--- config.mk ---
export PLATFORM = sky130hd
export DESIGN_NAME = fetch_stage
export DESIGN_NICKNAME = d
export VERILOG_FILES = /design/src/rtl/fetch_stage.sv
export SDC_FILE = /design/constraint.sdc
export NUM_CORES = 1
export LEC_CHECK = 0
export BUFFER_PORTS_ARGS = -buffer_cell sky130_fd_sc_hd__buf_4
export CAP_MARGIN = 20
export CORE_MARGIN = 2
export CORE_UTILIZATION = 50
export DETAILED_ROUTE_END_ITERATION = 16
export GPL_TIMING_DRIVEN = 0
export HOLD_SLACK_MARGIN = 0.15
export PLACE_DENSITY = 0.77
export SYNTH_ARGS = -nofsm -noshare
export SYNTH_HDL_FRONTEND = slang
export SYNTH_SLANG_ARGS = --single-unit
--- constraint.sdc ---
create_clock -name i_clk -period 3.4 [get_ports i_clk]
set_clock_uncertainty 0.2 [all_clocks]
set_input_delay 0.51 -clock i_clk [delete_from_list [all_inputs] [get_ports i_clk]]
set_output_delay 0.51 -clock i_clk [all_outputs]
set_load 0.01 [all_outputs]
--- src/rtl/fetch_stage.sv ---
// rtl/fetch_stage.sv - instruction fetch stage with single-outstanding memory request and 2-entry buffer
module fetch_stage #(
    parameter logic [31:0] RESET_PC  = 32'h0000_0000,
    parameter logic [31:0] NOP_INSTR = 32'h0000_0013
) (
    input  logic        i_clk,
    input  logic        i_arst_n,
    input  logic        i_stall_d,
    input  logic        i_redirect,
    input  logic [31:0] i_redirect_pc,
    output logic        o_mem_req,
    output logic [31:0] o_mem_addr,
    input  logic        i_mem_ack,
    input  logic        i_mem_rvalid,
    input  logic [31:0] i_mem_rdata,
    output logic        o_valid,
    output logic [31:0] o_instr,
    output logic [31:0] o_pc,
    output logic [31:0] o_pc_plus4
);

    typedef enum logic [1:0] {
        S_IDLE      = 2'd0,
        S_WAIT_ACK  = 2'd1,
        S_WAIT_DATA = 2'd2
    } state_t;

    state_t      r_state;
    state_t      w_next_state;
    logic        w_issue;

    logic [31:0] r_fetch_pc;
    logic [31:0] r_req_addr;
    logic        r_discard;

    logic [31:0] r_fifo_pc    [0:1];
    logic [31:0] r_fifo_instr [0:1];
    logic        r_rd_ptr;
    logic        r_wr_ptr;
    logic [1:0]  r_count;

    logic [31:0] w_redir_pc;
    logic        w_valid;
    logic        w_pop;
    logic        w_resp;
    logic        w_push;
    logic        w_ack_taken;
    logic [1:0]  w_count_after_pop;

    // Low address bits of a redirect target are dropped: fetches are word-aligned.
    assign w_redir_pc        = i_redirect_pc & 32'hFFFF_FFFC;
    assign w_valid           = (r_count != 2'd0);
    // A redirect flushes the buffer, so nothing is handed to decode in that cycle.
    assign w_pop             = w_valid & ~i_stall_d & ~i_redirect;
    // A response counts in WAIT_DATA, or in WAIT_ACK when ack and data coincide.
    assign w_resp            = i_mem_rvalid & ((r_state == S_WAIT_DATA) |
                                               ((r_state == S_WAIT_ACK) & i_mem_ack));
    assign w_push            = w_resp & ~r_discard & ~i_redirect;
    assign w_ack_taken       = (r_state == S_WAIT_ACK) & i_mem_ack;
    assign w_count_after_pop = r_count - {1'b0, w_pop};

    // Next-state logic; a request is issued from IDLE whenever buffer room is guaranteed.
    always_comb begin
        w_next_state = r_state;
        w_issue      = 1'b0;
        case (r_state)
            S_IDLE: begin
                if (i_redirect || (w_count_after_pop <= 2'd1)) begin
                    w_next_state = S_WAIT_ACK;
                    w_issue      = 1'b1;
                end
            end
            S_WAIT_ACK: begin
                if (i_mem_ack) begin
                    w_next_state = i_mem_rvalid ? S_IDLE : S_WAIT_DATA;
                end
            end
            S_WAIT_DATA: begin
                if (i_mem_rvalid) begin
                    w_next_state = S_IDLE;
                end
            end
            default: w_next_state = S_IDLE;
        endcase
    end

    // FSM state register.
    always_ff @(posedge i_clk or negedge i_arst_n) begin
        if (!i_arst_n) begin
            r_state <= S_IDLE;
        end else begin
            r_state <= w_next_state;
        end
    end

    // Fetch PC, latched request address and the drop-next-response flag.
    always_ff @(posedge i_clk or negedge i_arst_n) begin
        if (!i_arst_n) begin
            r_fetch_pc <= RESET_PC;
            r_req_addr <= RESET_PC;
            r_discard  <= 1'b0;
        end else begin
            if (i_redirect) begin
                r_fetch_pc <= w_redir_pc;
            end else if (w_ack_taken && !r_discard) begin
                r_fetch_pc <= r_fetch_pc + 32'd4;
            end
            if (w_issue) begin
                r_req_addr <= i_redirect ? w_redir_pc : r_fetch_pc;
            end
            if (w_resp) begin
                r_discard <= 1'b0;
            end else if (i_redirect && (r_state != S_IDLE)) begin
                r_discard <= 1'b1;
            end
        end
    end

    // Two-entry {pc, instr} buffer; a redirect empties it and overrides push/pop.
    always_ff @(posedge i_clk or negedge i_arst_n) begin
        if (!i_arst_n) begin
            for (int k = 0; k < 2; k++) begin
                r_fifo_pc[k]    <= RESET_PC;
                r_fifo_instr[k] <= NOP_INSTR;
            end
            r_rd_ptr <= 1'b0;
            r_wr_ptr <= 1'b0;
            r_count  <= 2'd0;
        end else if (i_redirect) begin
            r_rd_ptr <= 1'b0;
            r_wr_ptr <= 1'b0;
            r_count  <= 2'd0;
        end else begin
            if (w_push) begin
                r_fifo_pc[r_wr_ptr]    <= r_req_addr;
                r_fifo_instr[r_wr_ptr] <= i_mem_rdata;
                r_wr_ptr               <= ~r_wr_ptr;
            end
            if (w_pop) begin
                r_rd_ptr <= ~r_rd_ptr;
            end
            r_count <= r_count + {1'b0, w_push} - {1'b0, w_pop};
        end
    end

    assign o_mem_req  = (r_state == S_WAIT_ACK);
    assign o_mem_addr = r_req_addr;
    assign o_valid    = w_valid;
    assign o_instr    = w_valid ? r_fifo_instr[r_rd_ptr] : NOP_INSTR;
    assign o_pc       = r_fifo_pc[r_rd_ptr];
    assign o_pc_plus4 = o_pc + 32'd4;

endmodule

======== Yosys cells after proc, flatten, opt, wreduce, memory -nomap -nowiden ========
Cells that the tools add are included.
word-level totals
  register bits ........................... 199
  bits in latches ......................... 0
  bits in writable memories ............... 0
  memory bits (read-only) ................. 0
  input bits .............................. 70
  logic and storage cells ................. 81
  memories kept ........................... 0
cells by class
  add/sub/neg operators ................... 5
  multipliers ............................. 0
  div/mod/pow operators ................... 0
  $lt $le $gt $ge ......................... 4
  equality and inequality tests ........... 5
  shift operators ......................... 0
  mux-type cells .......................... 28
  bitwise gates (word level) .............. 14
  reduce and logical (&&, ||, !) cells .... 14
operator list
  operator                 number
  $mux W32                 11
  $bwmux W64               2
  $add A32 B3 Y32 const B  2
  $demux W32 S1            1
  $reduce_bool A2 Y1       6
  $mux W2                  5
  $mux W1                  8
  $and A1 B1 Y1            6
  $pmux W2 S3              1
  $not A1 Y1               5
  $ge A2 B2 Y1 const B     2
  $ne A2 B2 Y1 const B     2
  $not A1 Y2               2
  $sub A2 B1 Y2            2
  $logic_and A1 B1 Y1      3
  $reduce_and A3 Y1        1
  $add A2 B1 Y2            1
  $eq A2 B1 Y1 const B     1
  $eq A2 B2 Y1 const B     1
  $le A2 B1 Y1 const B     1
  $logic_not A2 Y1         1
  $lt A2 B1 Y1 const B     1
  $ne A2 B1 Y1 const B     1
  $reduce_and A2 Y1        1
  3 further kinds          3

======== Longest topological paths before layout ========
Gate-level depths: netlist of the first run.
  word-level depth ........................ 9
  depth in mapped cells ................... 11
  depth with buffers taken out ............ 9

======== Worst setup path before layout of the first run ========
OpenSTA, ideal clock, no wires.
  path type ............................... register -> output
  from .................................... reg r_rd_ptr
  to ...................................... out o_pc_plus4[30]
  arrival time ............................ 2.739 ns
  setup slack ............................. -0.049 ns
  stages on the path, launching flop included .. 12
  cells stage by stage .................... dfrtp_1 buf_4 buf_2 buf_2 buf_2 mux2i_1 inv_1 ha_1 a21boi_0 nand4_1 nor4b_1 xnor2_1
on the way
  word-level cells in the longest chain between the ends .. 5
RTL lines
  what                                         RTL line  RTL
  start: declaration                           38        logic r_rd_ptr;
  start signal: assignment                     140       r_rd_ptr <= ~r_rd_ptr;
  $not A1 Y2 (implied by the code)             150       assign o_pc = r_fifo_pc[r_rd_ptr];
  $mux W32 (implied by the code) (3 in a row)  150
  via o_pc[2]                                  18        output logic [31:0] o_pc,
  $add A32 B3 Y32                              151       assign o_pc_plus4 = o_pc + 32'd4;
  end: declaration                             19        output logic [31:0] o_pc_plus4
The timed path passes the listed nets, and every way through them passes these cells. The select of a mux whose other input is x is not followed.

======== Worst setup path after layout of the first run ========
  from .................................... reg r_rd_ptr
  to ...................................... out o_pc_plus4[22]
on the way
  word-level cells in the longest chain between the ends .. 5
RTL lines
  what                                         RTL line
  $not A1 Y2 (implied by the code)             150
  $mux W32 (implied by the code) (3 in a row)  150
  $add A32 B3 Y32                              151
Every way passes these cells. The select of a mux whose other input is x is not followed.

==> results by stage, run 1 <==
Synth:
- Synthesis inferred 194 register bits.
- For this run, the leading register cell type out of synthesis is dfrtp_1.
- Of the post-synthesis cell area, the dominant cell type holds 0.4853.
- The async set-reset flop share out of synthesis is 1.000.
- The sequential-to-total area share from yosys stat is 0.5016.
- Synthesis instantiated 51 different standard cells from the library.
- A synthesized cell averages 11.42 um2.
- The cell count after synthesis is 849.
- After synthesis, the most frequently instantiated cells are dfrtp_1 (188), nand2_1 (86), mux2_2 (82).
- The Yosys step of the flow raised 0 warnings.
- After synthesis, the cell types taking the most area are dfrtp_1 (49%), mux2_2 (9.5%), mux2i_1 (7.3%).
- The number of nets produced by synthesis is 924.
- The cell area that synthesis handed to floorplanning was 9693 um2.
- Counting flops with a built-in enable in the synthesized netlist gives 0.
- The most common cell in the synthesized netlist is dfrtp_1.
- dfrtp_1 takes more of the synthesized area than any other cell.

Timing:
- The worst pin sits at a relative slew slack of 0.2841.
- The worst setup margin is -10.59 ps.
- Setup repair after global routing could not meet its margin everywhere.
- The minimum clock period after layout is 3411 ps.
- The transition at the pin with the smallest max-transition slack is 1065 ps.
- The max-slew violation total from the final report is 0.
- Timing would allow up to 293.2 MHz.
- The number of endpoints with negative hold slack in the final report came to 0.
- The final number of setup-violating endpoints is 1.
- Of the available clock period, the critical path in the final layout requires 1.003.

Setup path:
- The worst setup path is launched from a flop.
- At the worst endpoint, the required time is 2690 ps.
- STA puts the critical path data arrival time at 2700 ps.
- The type of the setup path with the least slack is flop to output pin.
- STA classifies the critical path endpoint as an output pin.
- The register-to-register setup slack is 430 ps.
- The largest fanout of any net on the critical path is 5.
- The worst flop-to-flop path startpoint is r_count[1]$_DFF_PN0_.
- The signal on the critical path passes through buf_12, buf_12, mux2i_4, inv_2, ha_4, a21boi_4, nand4_1, buf_4, nor3_1, xor2_1, buf_4.
- Among cell families on the critical path, the largest total delay comes from buffers and inverters.
- The endpoint of the lowest-slack register-to-register path is o_mem_addr[3]$_DFFE_PN0P_.
- In this design, the stage delay of the slowest critical-path cell is 430 ps.
- The number of cells on the worst reg-to-reg path is 8.
- Counting both buffers and inverters, the worst setup path holds a total of 5.
- The slowest stage of the critical path belongs to the cell dfrtp_1.

Floorplanning:
- The count of boundary I/O pins is 200.
- The area of the core is 18,890 um2.
- In this run the core area contains 50 standard-cell rows.
- For this configuration, the core starts out at a cell density of 0.5130.
- The height of the die is 143.2 um.
- The full die area is 20,520 um2.
- The die span in x is 143.2 um.

Status:
- The checks that failed: negative setup slack.
- The flow ran to the end, but the final reports show violations.

Worst hold path:
- The worst hold-check path type is input port to flop.
- The worst hold path begins at i_stall_d.
- For hold timing, the worst endpoint is r_rd_ptr$_DFFE_PN0P_.
- The hold-critical path depth is 3.

Global route:
- The largest net degree at the start of global routing is 108.
- For this run, global-route usage on met2 was measured as 0.4364.
- The initial antenna violation count is 0.
- The via count of the first global-routing pass is 7,841.
- The fraction of met3 tracks used by global routing is 0.03756.
- The total track usage is 0.2590.
- For met1 alone, demand over resource in global routing was 0.3410.
- The wire length of the first global-routing pass is 41,070 um.
- After global routing, the most crowded layer is met2.
- The total overflow left after global routing is 0.

Finish:
- Measured on the finished design, the core utilization comes to 0.6968.
- The number of nets in the layout is 1,229.
- The area growth from synthesis to layout is 35.81%.
- Counting the fill cells in the layout gives 1,391.
- The final non-filler cell total is 1,429.
- In the final layout, the share of cells above drive strength 1 is 0.3436.

Placement:
- The routability-driven placement congestion ratio is 0.9316.
- The number of I/O port buffers is 196.
- Summed over all nets, the half-perimeter wirelength after detailed placement is 18,030 um.
- Counting tap cells, the placed design contains a total of 1,306 instances.

Routing:
- The detailed-route via count is 7,649.
- Summed over all layers, the routed wires come to 25,880 um.
- After detailed routing, the number of vias per cell comes to 5.353.
- In the routed design, unresolved DRC markers number 0.
- After the first detailed-routing iteration, the DRC count stood at 405.
- The number of detailed-route iterations in the first pass is 6.
- The average detailed-routed wire length per instance is 18.11 um.
- The number of nets with antenna violations after routing is 0.

Pwr:
- The standby leakage power is 6.260 nW.
- The switching portion of total power is 0.3610.
- Dividing total power by cell area gives a power density of 687.7 nW/um2.
- Cell internal power was estimated by the tool at 5.785 mW.
- The part of the power in registers is 0.408.
- The share of total power dissipated in combinational logic is 0.375.
- The analysis attributes to net switching a power of 3.268 mW.
- Of the total power, the clock network draws 0.217.
- The maximum vdd ir drop is 0.4657 mV.

CTS:
- The tree is rooted in a clkbuf_16.
- The clock passes through at most 2 buffers.
- The total clock buffers created by CTS is 17.
- CTS built an H-tree with a depth of 4.
- Clock tree synthesis found a total of 194 sinks.
- Clock-pin slew was measured on the worst setup and hold paths at 70 ps.
- For the worst-skew pair, the clock arrives at the later sink with an insertion delay of 420 ps.
- The TritonCTS clock tree is yes.

Run:
- Max-cap violations in this run came to 0.
==> cell families (layout without fill, tap and decap cells) <==
kind of cell | after synthesis | count (layout) | share of synthesized area
compound gates | 84 | 84 | 0.04957
xor+xnor | 58 | 58 | 0.05241
fa+ha+maj | 5 | 5 | 0.006454
buf+inv | 68 | 386 | 0.03433
flops | 194 | 194 | 0.5016
mux | 214 | 214 | 0.2394
other cells | 0 | 2 | 0
simple gates | 226 | 226 | 0.1162
==> power groups by stage <==
stage | Combinational, mW | Clock [mW] | Sequential [mW]
floorplan | 1.75 | 0 | 3.57
global placement | 3.14 | 0 | 3.66
detailed placement | 3.21 | 0 | 3.71
CTS | 3.37 | 2.00 | 3.67
global route | 3.67 | 2.11 | 3.79
finish | 3.39 | 1.97 | 3.69
==> sequential cells by signal, summed over array words and instances, names as in the netlist <==
register	count
r_wr_ptr	1
r_state	2
r_fetch_pc	30
o_mem_addr	31
r_fifo_pc	62
r_count	2
r_rd_ptr	1
r_fifo_instr	64
r_discard	1
==> metal layers <==
metal  vias up  part of all wire  wire length [um]
li1       3572                 -                 -
met4         0             0.027               689
met5         -                 0                 0
met2       202              0.50             12970
met3        38             0.036               943
met1      3837              0.44             11280
==> tightest hold or removal path: cells and delay by family <==
| family | cells | cell delay, ps |
|---|---|---|
| compound gates | 1 | 60 |
| buf+inv | 1 | 90 |
| simple gates | 1 | 90 |
==> how the worst max path moves through the flow <==
| stage | startpoint | endpoint | slack, ps | cells after the start |
|---|---|---|---|---|
| 2_1_floorplan | r_rd_ptr$_DFFE_PN0P_ | o_pc_plus4[30] | 8 | 11 |
| 3_3_place_gp | r_rd_ptr$_DFFE_PN0P_ | o_pc_plus4[22] | -1110 | 12 |
| 3_5_place_dp | r_rd_ptr$_DFFE_PN0P_ | o_pc_plus4[22] | -1160 | 12 |
| 4_1_cts | r_rd_ptr$_DFFE_PN0P_ | o_pc_plus4[30] | -220 | 13 |
| 5_1_grt | r_rd_ptr$_DFFE_PN0P_ | o_pc_plus4[28] | -100 | 11 |
| 6_report | r_rd_ptr$_DFFE_PN0P_ | o_pc_plus4[22] | -10 | 11 |
==> metrics by stage <==
stage / hold WS (ps) / setup WS [ps] / area (um2) / setup TNS, ps / power [mW]
2_1_floorplan: 14.41 / 8.341 / 9699 / 0 / 5.313
3_3_place_gp: 262.8 / -1114 / 11500 / -17250 / 6.801
3_5_place_dp: 274.7 / -1158 / 11530 / -19050 / 6.918
4_1_cts: 155.6 / -221.7 / 13100 / -1026 / 9.048
5_1_grt: 177.1 / -104.5 / 13160 / -483.2 / 9.576
6_report: 168.7 / -10.59 / 13160 / -10.59 / 9.053
==> timing repair <==
item	in CTS	in global routing
endpoints found under the setup margin	53	48
pin swaps	14	18
gates resized for setup	46	14
buffers inserted	22	7
endpoints found under the hold margin	178	0
hold buffers	63	0
==> layout by cell type, fill, tap and decap left out, drive strengths merged, types with 6 or more instances in the layout <==
cell	n
xor2	34
clkinv	8
nor2b	6
dfstp	6
nand3	16
and3	6
dfrtp	188
and2	8
mux2	143
clkbuf	41
buf	248
mux2i	71
dlygate4sd3	63
nand2	86
xnor2	24
nor2	52
nand4	19
o21ai	60
inv	26
==> final cells by class <==
cell class,count,area [um2],share of cell area
plain buffers,47,287.8,0.02186
multi-input cells,587,4658,0.3539
clock buffers,17,425.4,0.03232
clock inverters,15,158.9,0.01207
flip-flops and latches,194,4862,0.3694
diodes,2,5.005,0.0003802
repair buffers,288,2370,0.1800
inverters,19,71.32,0.005418
well taps,260,325.3,0.02471
Note: power is estimated with default switching activity, not from simulation.
==> inputs of run 2 (changes only) <==
--- a/config.mk
+++ b/config.mk
@@ -8,11 +8,11 @@
 export BUFFER_PORTS_ARGS = -buffer_cell sky130_fd_sc_hd__buf_4
 export CAP_MARGIN = 20
 export CORE_MARGIN = 2
-export CORE_UTILIZATION = 50
+export CORE_UTILIZATION = 51
 export DETAILED_ROUTE_END_ITERATION = 16
 export GPL_TIMING_DRIVEN = 0
 export HOLD_SLACK_MARGIN = 0.15
-export PLACE_DENSITY = 0.77
+export PLACE_DENSITY = 0.75
 export SYNTH_ARGS = -nofsm -noshare
 export SYNTH_HDL_FRONTEND = slang
 export SYNTH_SLANG_ARGS = --single-unit
==> constraint.sdc (replaced) <==
create_clock -name i_clk -period 3.8 [get_ports i_clk]
set_clock_uncertainty 0.2 [all_clocks]
set_input_delay 0.57 -clock i_clk [delete_from_list [all_inputs] [get_ports i_clk]]
set_output_delay 0.57 -clock i_clk [all_outputs]
set_load 0.01 [all_outputs]
==> results by stage, run 2 (synthesized netlist as in run 1, its figures left out) <==
Global route:
- The wire length of the first global-routing pass was 37,440 um (-8.8%).
- The initial antenna violation count is 0 (unchanged).
- The largest net degree at the start of global routing is 128 (+19%).
- The leftover overflow at the end of global routing is 0 (unchanged).
- The total track usage came to 0.2386 (-0.02035).
- The via count of the first global-routing pass came to 7,158 (-8.7%).

Setup path:
- The maximum single-stage delay on the critical path is 370 ps (-60 ps).
- The type of the setup path with the least slack is flop to output pin.
- The worst setup path is captured at an output pin.
- The data arrival at the endpoint of the critical path was 2920 ps (+220 ps).
- The standard cell with the maximum stage delay on the critical path is dfrtp_1.
- Walking the worst path, the cells encountered are buf_4, buf_6, buf_8, buf_8, mux2i_2, inv_2, ha_4, a21boi_4, nand4_1, buf_6, nor4b_2, xnor2_1, buf_4.
- The largest fanout of any net on the critical path is 10 (+5).
- The launching element type of the critical path is a flop.
- The data required time of the worst path was 3030 ps (+340 ps).

Finish:
- The number of nets in the layout was 1,148 (-6.6%).
- From synthesis to final layout, the design area changed by 26.59%.
- In the layout the commonest cells are buf_4 (215), dfrtp_1 (188), nand2_1 (86).
- The most frequent standard cell in the layout excluding fill and tap cells is buf_4.
- The final non-filler cell total is 1,319 (-7.7%).
- The most flop-heavy register is r_fifo_instr.
- The number of diodes added for antenna fixing is 0 (-2).
- The post-route cell area is 12,270 um2 (-6.8%).
- The final core utilization was 0.6560 (-0.04077).
- The number of flip-flops in the largest register was 64 (unchanged).
- The share of post-route cells with drive strength above 1 is 0.3336 (-0.009976).

Floorplanning:
- The effective utilization at floorplan is 0.5182 (+0.005148).
- The full die area was 20,120 um2 (-1.9%).
- The number of rows in the core area is 50 (unchanged).
- The area of the core is 18,710 um2 (-0.99%).
- The die span in x is 141.9 um (-0.96%).
- The count of boundary I/O pins came to 200 (unchanged).
- The height of the die is 141.9 um (-0.96%).

Timing:
- The max-slew violation total from the final report is 0 (unchanged).
- The achievable clock frequency is 271.1 MHz.
- The final number of setup-violating endpoints is 0 (-1).
- Of the available clock period, the critical path in the final layout requires 0.9709.
- The relative slew slack was 0.2967 (+0.01256).
- The number of endpoints with negative hold slack in the final report is 0 (unchanged).
- Setup repair after global routing could not meet its margin everywhere.
- The routed design could run at a clock period as short as 3689 ps.
- The worst hold slack after final layout is 159.7 ps (-8.992 ps).
- The transition at the pin with the smallest max-transition slack is 1046 ps (-18.69 ps).

Placement:
- The total instance count after detailed placement is 1,280 (-2.0%).
- The number of I/O port buffers is 196 (unchanged).
- The placement-stage cell area is 11,490 um2 (-0.34%).
- The total half-perimeter wirelength after legalization and detailed placement is 17,620 um (-2.2%).
- The routability-driven placement congestion ratio is 0.8678 (-6.8%).

CTS:
- The clock input transition at the sequential cells of the worst setup and hold paths is 70 ps (about the same).
- The total clock buffers created by CTS came to 17 (unchanged).
- The clock latency on the worst-skew pair is 430 ps (about the same).
- The count of H-tree levels built during CTS is 4 (unchanged).
- The total number of clock tree sinks is 194 (unchanged).
- In this run the clock root is driven by a clkbuf_16.
- The buffer levels on the longest clock path is 2 (unchanged).
- The TritonCTS clock tree is yes.

Pwr:
- The share of total power in the clock network was 0.232 (+0.015).
- The power per cell area is 655.7 nW/um2 (-4.6%).
- The post-layout total power was 8.046 mW (-11%).
- The combinational power share is 0.358 (-0.017).
- The cell-internal power is 5.303 mW (-8.3%).
- The part of the power in registers is 0.410 (+0.002).
- The maximum vdd ir drop came to 0.3629 mV (-22%).
- The switching power of the nets is 2.743 mW (-16%).
- The switching portion of total power is 0.3410 (-0.02003).
- The standby leakage power came to 5.833 nW (-6.8%).

Run:
- The max capacitance violation total is 0 (unchanged).

Routing:
- The detailed-route via count is 7,157 (-6.4%).
- The violation count after the first detailed-route iteration came to 339 (-16%).
- The number of remaining DRC errors is 0 (unchanged).
- The number of detailed-route iterations in the first pass is 6 (unchanged).
- The number of nets with antenna violations after routing is 0 (unchanged).
- The wire length after detailed routing is 23,590 um (-8.8%).
- The average detailed-routed wire length per instance came to 17.88 um (-1.2%).
- The average via count per standard cell is 5.426 (+1.4%).

Status:
- The flow ran to the end, and the final reports show no timing, DRC or antenna violations.

Worst hold path:
- The worst hold-check path type is input port to flop.
==> run 2: path summary, 6_finish.rpt <==
path	start	endpoint	slack [ps]	cells after the start
setup / recovery	r_rd_ptr$_DFFE_PN0P_	o_pc_plus4[30]	110	13
hold / removal	i_redirect_pc[22]	r_fetch_pc[22]$_DFFE_PN0N_	160	3
setup reg to reg	r_count[1]$_DFF_PN0_	o_mem_addr[7]$_DFFE_PN0P_	580	8
hold reg to reg	r_fifo_instr[23]$_DFFE_PN0P_	r_fifo_instr[23]$_DFFE_PN0P_	290	1
max in group asynchronous	i_arst_n	r_fifo_instr[52]$_DFFE_PN0P_	1910	3
min in group asynchronous	i_arst_n	r_fifo_instr[10]$_DFFE_PN0P_	480	2
==> run 2: power by group through the flow <==
| stage | combinational [mW] | clock (mW) | sequential (mW) |
|---|---|---|---|
| 2_1_floorplan | 1.56 | 0 | 3.19 |
| 3_3_place_gp | 2.80 | 0 | 3.28 |
| 3_5_place_dp | 2.86 | 0 | 3.32 |
| 4_1_cts | 2.90 | 1.90 | 3.28 |
| 5_1_grt | 3.14 | 1.99 | 3.39 |
| 6_report | 2.88 | 1.86 | 3.30 |
==> run 2: routing by layer <==
| layer | GRT usage | share of wire | vias up |
|---|---|---|---|
| li1 | - | - | 3415 |
| met5 | 0 | 0 | - |
| met3 | 0.03915 | 0.039 | 27 |
| met2 | 0.4044 | 0.50 | 179 |
| met4 | 0.07158 | 0.017 | 0 |
| met1 | 0.3177 | 0.45 | 3536 |
==> run 2: worst max-delay path: cells and delay by family, from the launching register on <==
kind            cells  cell delay [ps]
fa+ha+maj           1              150
flops               1              370
compound gates      1              200
xor+xnor            1              170
buf+inv             7             1040
simple gates        2              390
mux                 1              170
==> run 2: repair_timing <==
item | CTS | global route
hold buffers | 5 | 0
gates resized for setup | 12 | 11
hold endpoints to repair | 72 | 0
setup buffers | 3 | 0
pin swaps | 2 | 0
setup endpoints to repair | 13 | 12
==> run 2: area by class of cell <==
cell class,count,area (um2)
fill,1451,6435
sequential,194,4862
multi-input combinational,587,4556
timing repair buffer,205,1583
clock buffer,20,466.7
tap,234,292.8
buffer,49,287.8
clock inverter,11,151.4
inverter,19,71.32
==> run 2: metrics by stage <==
stage          setup WS (ps)  setup TNS (ps)
6_report               110.7               0
5_1_grt               -2.090          -2.090
4_1_cts                4.275               0
3_5_place_dp          -717.5           -6386
3_3_place_gp          -724.2           -5414
2_1_floorplan          291.5               0
